### config.mk
export PLATFORM = sky130hd
export DESIGN_NAME = mmio_io_responder
export DESIGN_NICKNAME = d
export VERILOG_FILES = /design/src/rtl/mmio_io_responder.sv
export SDC_FILE = /design/constraint.sdc
export NUM_CORES = 1
export LEC_CHECK = 0
export CAP_MARGIN = 20
export CORE_MARGIN = 2
export CORE_UTILIZATION = 44
export CTS_CLUSTER_DIAMETER = 150
export DETAILED_ROUTE_END_ITERATION = 7
export GPL_TIMING_DRIVEN = 0
export PLACE_DENSITY = 0.81
export SETUP_SLACK_MARGIN = 0.05
export SLEW_MARGIN = 20
export SYNTH_ARGS = -nofsm -noshare
export SYNTH_HDL_FRONTEND = slang
export SYNTH_SLANG_ARGS = --single-unit
### constraint.sdc
create_clock -name clk -period 2.2 [get_ports clk]
set_input_delay 0.44 -clock clk [delete_from_list [all_inputs] [get_ports clk]]
set_output_delay 0.44 -clock clk [all_outputs]
set_load 0.02 [all_outputs]
### src/rtl/mmio_io_responder.sv
`default_nettype none
// =============================================================================
// mmio_io_responder : CPU data-port I/O responder (UART holding regs, counters)
// Revision 1.0
// =============================================================================
module mmio_io_responder #(
   parameter logic [3:0] IO_REGION = 4'h8,
   parameter int          CNT_WIDTH = 32
) (
   input  logic        clk,
   input  logic        rst,
   input  logic [31:0] mem_addr,
   input  logic [31:0] mem_wdata,
   input  logic        mem_we,
   input  logic        mem_re,
   input  logic        instr_retire,
   output logic [31:0] io_rdata,
   output logic [7:0]  uart_tx_data,
   output logic        uart_tx_valid,
   input  logic        uart_tx_ready,
   input  logic [7:0]  uart_rx_data,
   input  logic        uart_rx_valid,
   output logic        uart_rx_ready
);

   localparam logic [7:0] OFF_STATUS = 8'h00;
   localparam logic [7:0] OFF_RX     = 8'h04;
   localparam logic [7:0] OFF_TX     = 8'h08;
   localparam logic [7:0] OFF_CYCLE  = 8'h10;
   localparam logic [7:0] OFF_INSTR  = 8'h14;
   localparam logic [7:0] OFF_CLR    = 8'h18;

   logic                 sel;
   logic [7:0]           offset;
   logic                 rx_full, rx_full_next, rx_push, rx_pop;
   logic                 tx_full, tx_accept, tx_done;
   logic                 cnt_clr;
   logic [7:0]           rx_byte, tx_byte;
   logic [CNT_WIDTH-1:0] cycle_cnt, instr_cnt;
   logic [31:0]          rd_mux;
   logic                 unused_bits;

   assign sel    = (mem_addr[31:28] == IO_REGION);
   assign offset = mem_addr[7:0];
   assign unused_bits = ^{mem_addr[27:8], mem_wdata[31:8]};

   // Ready is low while full, so a push and a pop never land on the same edge.
   assign rx_push      = uart_rx_valid && uart_rx_ready;
   assign rx_pop       = mem_re && sel && (offset == OFF_RX);
   assign rx_full_next = rx_push ? 1'b1 : (rx_pop ? 1'b0 : rx_full);

   // Accept only into an empty holder; a same-cycle handshake does not free it in time.
   assign tx_accept = mem_we && sel && (offset == OFF_TX) && !tx_full;
   assign tx_done   = tx_full && uart_tx_ready;
   assign cnt_clr   = mem_we && sel && (offset == OFF_CLR);

   assign uart_tx_valid = tx_full;
   assign uart_tx_data  = tx_byte;

   always_comb begin
      rd_mux = '0;
      case (offset)
         OFF_STATUS: rd_mux = {30'b0, rx_full, ~tx_full};
         OFF_RX:     rd_mux = {24'b0, rx_byte};
         OFF_CYCLE:  rd_mux = 32'(cycle_cnt);
         OFF_INSTR:  rd_mux = 32'(instr_cnt);
         default:    rd_mux = '0;
      endcase
   end

   always_ff @(posedge clk) begin
      if (rst) begin
         io_rdata      <= '0;
         rx_full       <= 1'b0;
         rx_byte       <= '0;
         uart_rx_ready <= 1'b0;
         tx_full       <= 1'b0;
         tx_byte       <= '0;
      end else begin
         io_rdata      <= (mem_re && sel) ? rd_mux : '0;
         rx_full       <= rx_full_next;
         uart_rx_ready <= ~rx_full_next;
         if (rx_push)
            rx_byte <= uart_rx_data;
         if (tx_accept) begin
            tx_full <= 1'b1;
            tx_byte <= mem_wdata[7:0];
         end else if (tx_done) begin
            tx_full <= 1'b0;
         end
      end
   end

   always_ff @(posedge clk) begin
      if (rst || cnt_clr) begin
         cycle_cnt <= '0;
         instr_cnt <= '0;
      end else begin
         cycle_cnt <= cycle_cnt + CNT_WIDTH'(1);
         instr_cnt <= instr_cnt + CNT_WIDTH'(instr_retire);
      end
   end

endmodule
`default_nettype wire

==> impl_summary.log <==
[metrics] clock root buffer master: sky130_fd_sc_hd__clkbuf_8
[metrics] CTS HTree Levels: 4
[metrics] highest attainable clock frequency: 0.479 GHz
[metrics] clock tree from TritonCTS: yes
[metrics] netlist area before placement: 4710 um^2
[metrics] via count of the first global-routing pass: 4135
[metrics] Reg clk slew, reported paths: 0.05 ns
[metrics] cell count after synthesis: 538
[metrics] unrepaired setup endpoints after global routing: true
[metrics] combinational family with the most area after synthesis: simple AND/OR/NAND/NOR gates
[metrics] run status: finished clean
[metrics] count of nets after finishing: 723
[metrics] total power per unit cell area: 780 nW/um^2
[metrics] layout cell share with drive strength beyond 1: 15.3%
[metrics] crit path kind: reg2reg
[metrics] number of buffers created by CTS: 17
[metrics] most frequent cells in the layout: 107 x sky130_fd_sc_hd__nor2_1, 100 x sky130_fd_sc_hd__dfxtp_1, 75 x sky130_fd_sc_hd__clkdlybuf4s50_1
[metrics] hold violation count in the final report: 0
[metrics] sequential element share of the synthesized area: 48.9%
[metrics] post-route non-filler standard cell count: 790
[metrics] Hold Path Class: in2reg
[metrics] part of the cycle the worst path needs: 94.8%
[metrics] leakage power summed over all cells: 2.21 nW
[metrics] multi-input gate area in the final layout: 2350 um^2
[metrics] max-cap violations: 0
[metrics] Worst Setup Slack post-DPL: -0.885 ns
[metrics] worst hold endpoint: uart_rx_ready$_SDFF_PP0_
[metrics] diode count: 0
[metrics] floorplan die width: 107 um
[metrics] post-synthesis register bit count: 115
[metrics] data arrival time at the worst-slack endpoint: 2.54 ns
[metrics] length in cells of the worst reg-to-reg path: 6
[metrics] # DRC: 0
[metrics] Core Box Area: 10400 um^2
[metrics] detailed-route wire length per cell: 14.6 um
[metrics] count of yosys warnings during synthesis: 0
[metrics] sequential cell area: 2330 um^2
[metrics] share of synthesized flip-flops with an asynchronous set or reset: 0%
[metrics] final-layout setup total negative slack: 0 ns
[metrics] syn_nets: 620
[metrics] pin count of the biggest net entering global routing: 17
[metrics] total detailed-routing wirelength: 11600 um
[metrics] number of buffers inserted by port buffering: 76
[metrics] layout-stage area growth over the synthesis result: 38.2%
[metrics] destination of the worst register-to-register timing path: cycle_cnt[31]$_SDFF_PP0_
[metrics] overall die height: 107 um
[metrics] clk sink count: 115
[metrics] number of placed cells counting well taps: 750
[metrics] maximum vdd drop: 0.426 mV
[metrics] post-synthesis simple-gate area fraction: 24.9%
[metrics] max-slew violation total from the final report: 0
[metrics] xor and xnor area share after synthesis: 10.2%
[metrics] Slew HR: 55.6%
[metrics] number of iterations in the first detailed-routing pass: 5
[metrics] register-to-register setup slack: 0.11 ns
[metrics] Power Total: 5.07 mW
[metrics] Final Instance Area: 6510 um^2
[metrics] number of cell rows: 37
[metrics] Iter 0 DRT Violations: 188
[metrics] Final min period: 2.09 ns
[metrics] critical path peak fanout: 8
[metrics] setup-violating endpoint count in the final report: 0
[metrics] via count: 4199
[metrics] capturing element type of the critical path: flip-flop
[metrics] CP required: 2.65 ns
[metrics] hold_sp: mem_addr[4]
[metrics] routability-driven placement congestion ratio: 0.853
[metrics] effective utilization at floorplan: 45.4%
[metrics] remaining antenna violation count after routing: 0
[metrics] startpoint type of the worst setup path: flip-flop
[metrics] share of synthesized area spent on multiplexers: 3.35%
[metrics] Worst Setup SP: cycle_cnt[7]$_SDFF_PP0_
[metrics] worst path setup slack after routing: 0.114 ns
[metrics] post-detailed-placement half-perimeter wirelength: 7930 um
[metrics] Avg Cell Area, Syn: 8.76 um^2
[metrics] global-route usage over all layers: 21.0%
[metrics] share of synthesized cell area in full adder, half adder and majority cells: 0.797%
[metrics] synthesized-area fraction occupied by ao, oa, aoi and oai cells: 7.84%
[metrics] die outline area: 11500 um^2
[metrics] maximum count of clock buffers along a single path: 2
[metrics] grt total ovfl: 0
[metrics] Clock Skew: 0.00856 ns
[metrics] Post-synth top flop: sky130_fd_sc_hd__dfxtp_1
[metrics] io pins: 121
[metrics] fill cell instance count of the final layout: 829
[metrics] hold path cells: 4
[metrics] antenna violations before repair: 0
[metrics] actual transition at the worst max-transition pin: 0.660 ns
[metrics] count of flip-flops with a built-in enable after synthesis: 0
[metrics] placed instance area: 5640 um^2
[metrics] insertion delay of the later-clocked pin in the worst-skew pair: 0.52 ns
[metrics] Crit Reg-Reg Startpoint: cycle_cnt[7]$_SDFF_PP0_
[metrics] vias per inst: 5.32
[metrics] commonest non-fill, non-tap cell in the layout: sky130_fd_sc_hd__nor2_1
[metrics] library cells used by synthesis: 37
[metrics] wire length of the first global-routing pass: 19200 um
cells in the mapped netlist (7+ instances only):
cell / n / area share, %
sky130_fd_sc_hd__xnor2_1: 36 / 6.7
sky130_fd_sc_hd__inv_1: 15 / 1.2
sky130_fd_sc_hd__nor2_1: 107 / 8.5
sky130_fd_sc_hd__mux2i_1: 9 / 1.9
sky130_fd_sc_hd__xor2_1: 19 / 3.5
sky130_fd_sc_hd__nor4_1: 15 / 2.0
sky130_fd_sc_hd__a22oi_1: 30 / 4.8
sky130_fd_sc_hd__nand2_1: 40 / 3.2
sky130_fd_sc_hd__clkbuf_1: 17 / 1.4
sky130_fd_sc_hd__nand3_1: 23 / 2.4
sky130_fd_sc_hd__or3_1: 7 / 0.93
sky130_fd_sc_hd__a21oi_1: 17 / 1.8
sky130_fd_sc_hd__dfxtp_1: 115 / 49
sky130_fd_sc_hd__nor3_1: 21 / 2.2
sky130_fd_sc_hd__buf_1: 8 / 0.64
sky130_fd_sc_hd__and4_1: 7 / 1.3
sky130_fd_sc_hd__nand4_1: 10 / 1.3
where the power goes:
group,switching [mW],internal [mW],leakage [nW]
clock,0.923,1.87,0.293
combinational,0.0762,0.0877,0.978
sequential,0.0166,2.10,0.937
total,1.02,4.06,2.21
how the worst max path moves through the flow:
stage	cells past startpoint	to	slack, ns
after floorplan	7	io_rdata[11]$_SDFF_PP0_	0.06
after global placement	6	io_rdata[16]$_SDFF_PP0_	-0.87
after detailed placement	6	io_rdata[28]$_SDFF_PP0_	-0.88
after CTS	7	uart_tx_data[4]$_SDFFE_PP0P_	0.04
after global routing	8	instr_cnt[22]$_SDFF_PP0_	0.02
final	6	cycle_cnt[31]$_SDFF_PP0_	0.11
registers in the layout (all words and copies together), names as in the netlist:
name and count:
cycle_cnt 32, instr_cnt 32, io_rdata 32, rx_byte 8, uart_tx_data 8, rx_full 1, uart_rx_ready 1, uart_tx_valid 1
per-stage QoR:
step | hold WS, ns | util [%]
after global placement | 0.445 | 54.4
after CTS | 0.458 | 61.5
after detailed placement | 0.450 | 54.4
after global routing | 0.479 | 62.8
final | 0.455 | 62.8
after floorplan | 0.434 | -
logic make-up after synthesis:
family	count (synthesis)
AO/OA/AOI/OAI	56
XOR/XNOR	55
adder cells (fa/ha/maj)	3
buffers and inverters	46
flip-flops	115
multiplexers	15
AND/OR/NAND/NOR	248
critical path, cell delays in order (launching register included):
cell,delay (ns)
sky130_fd_sc_hd__dfxtp_4,0.36
sky130_fd_sc_hd__nand2_2,0.07
sky130_fd_sc_hd__or4_4,0.54
sky130_fd_sc_hd__buf_6,0.15
sky130_fd_sc_hd__or3_4,0.40
sky130_fd_sc_hd__or3b_4,0.38
sky130_fd_sc_hd__a21oi_2,0.11
area by class of cell:
class / count / area share, %
timing repair buffer: 84 / 12.6
clock inverter: 8 / 1.88
clock buffer: 24 / 7.54
buffer: 31 / 2.56
multi-input combinational: 377 / 36.1
inverter: 15 / 0.865
tap: 136 / 2.61
sequential: 115 / 35.8
repair_timing:
action                                  CTS  global route
pin swaps                                 2             4
hold buffers                              0             0
buffers inserted                          5             3
gates resized for setup                  30            39
endpoints found under the setup margin   87            55
metal layers:
| layer | global-route usage [%] | routed length (um) |
|---|---|---|
| met1 | 24.8 | 4780 |
| met4 | 9.62 | 283 |
| met2 | 35.4 | 5640 |
| met3 | 5.75 | 864 |
| met5 | 0 | 0 |
No activity file was read; power rests on OpenSTA's default activity.
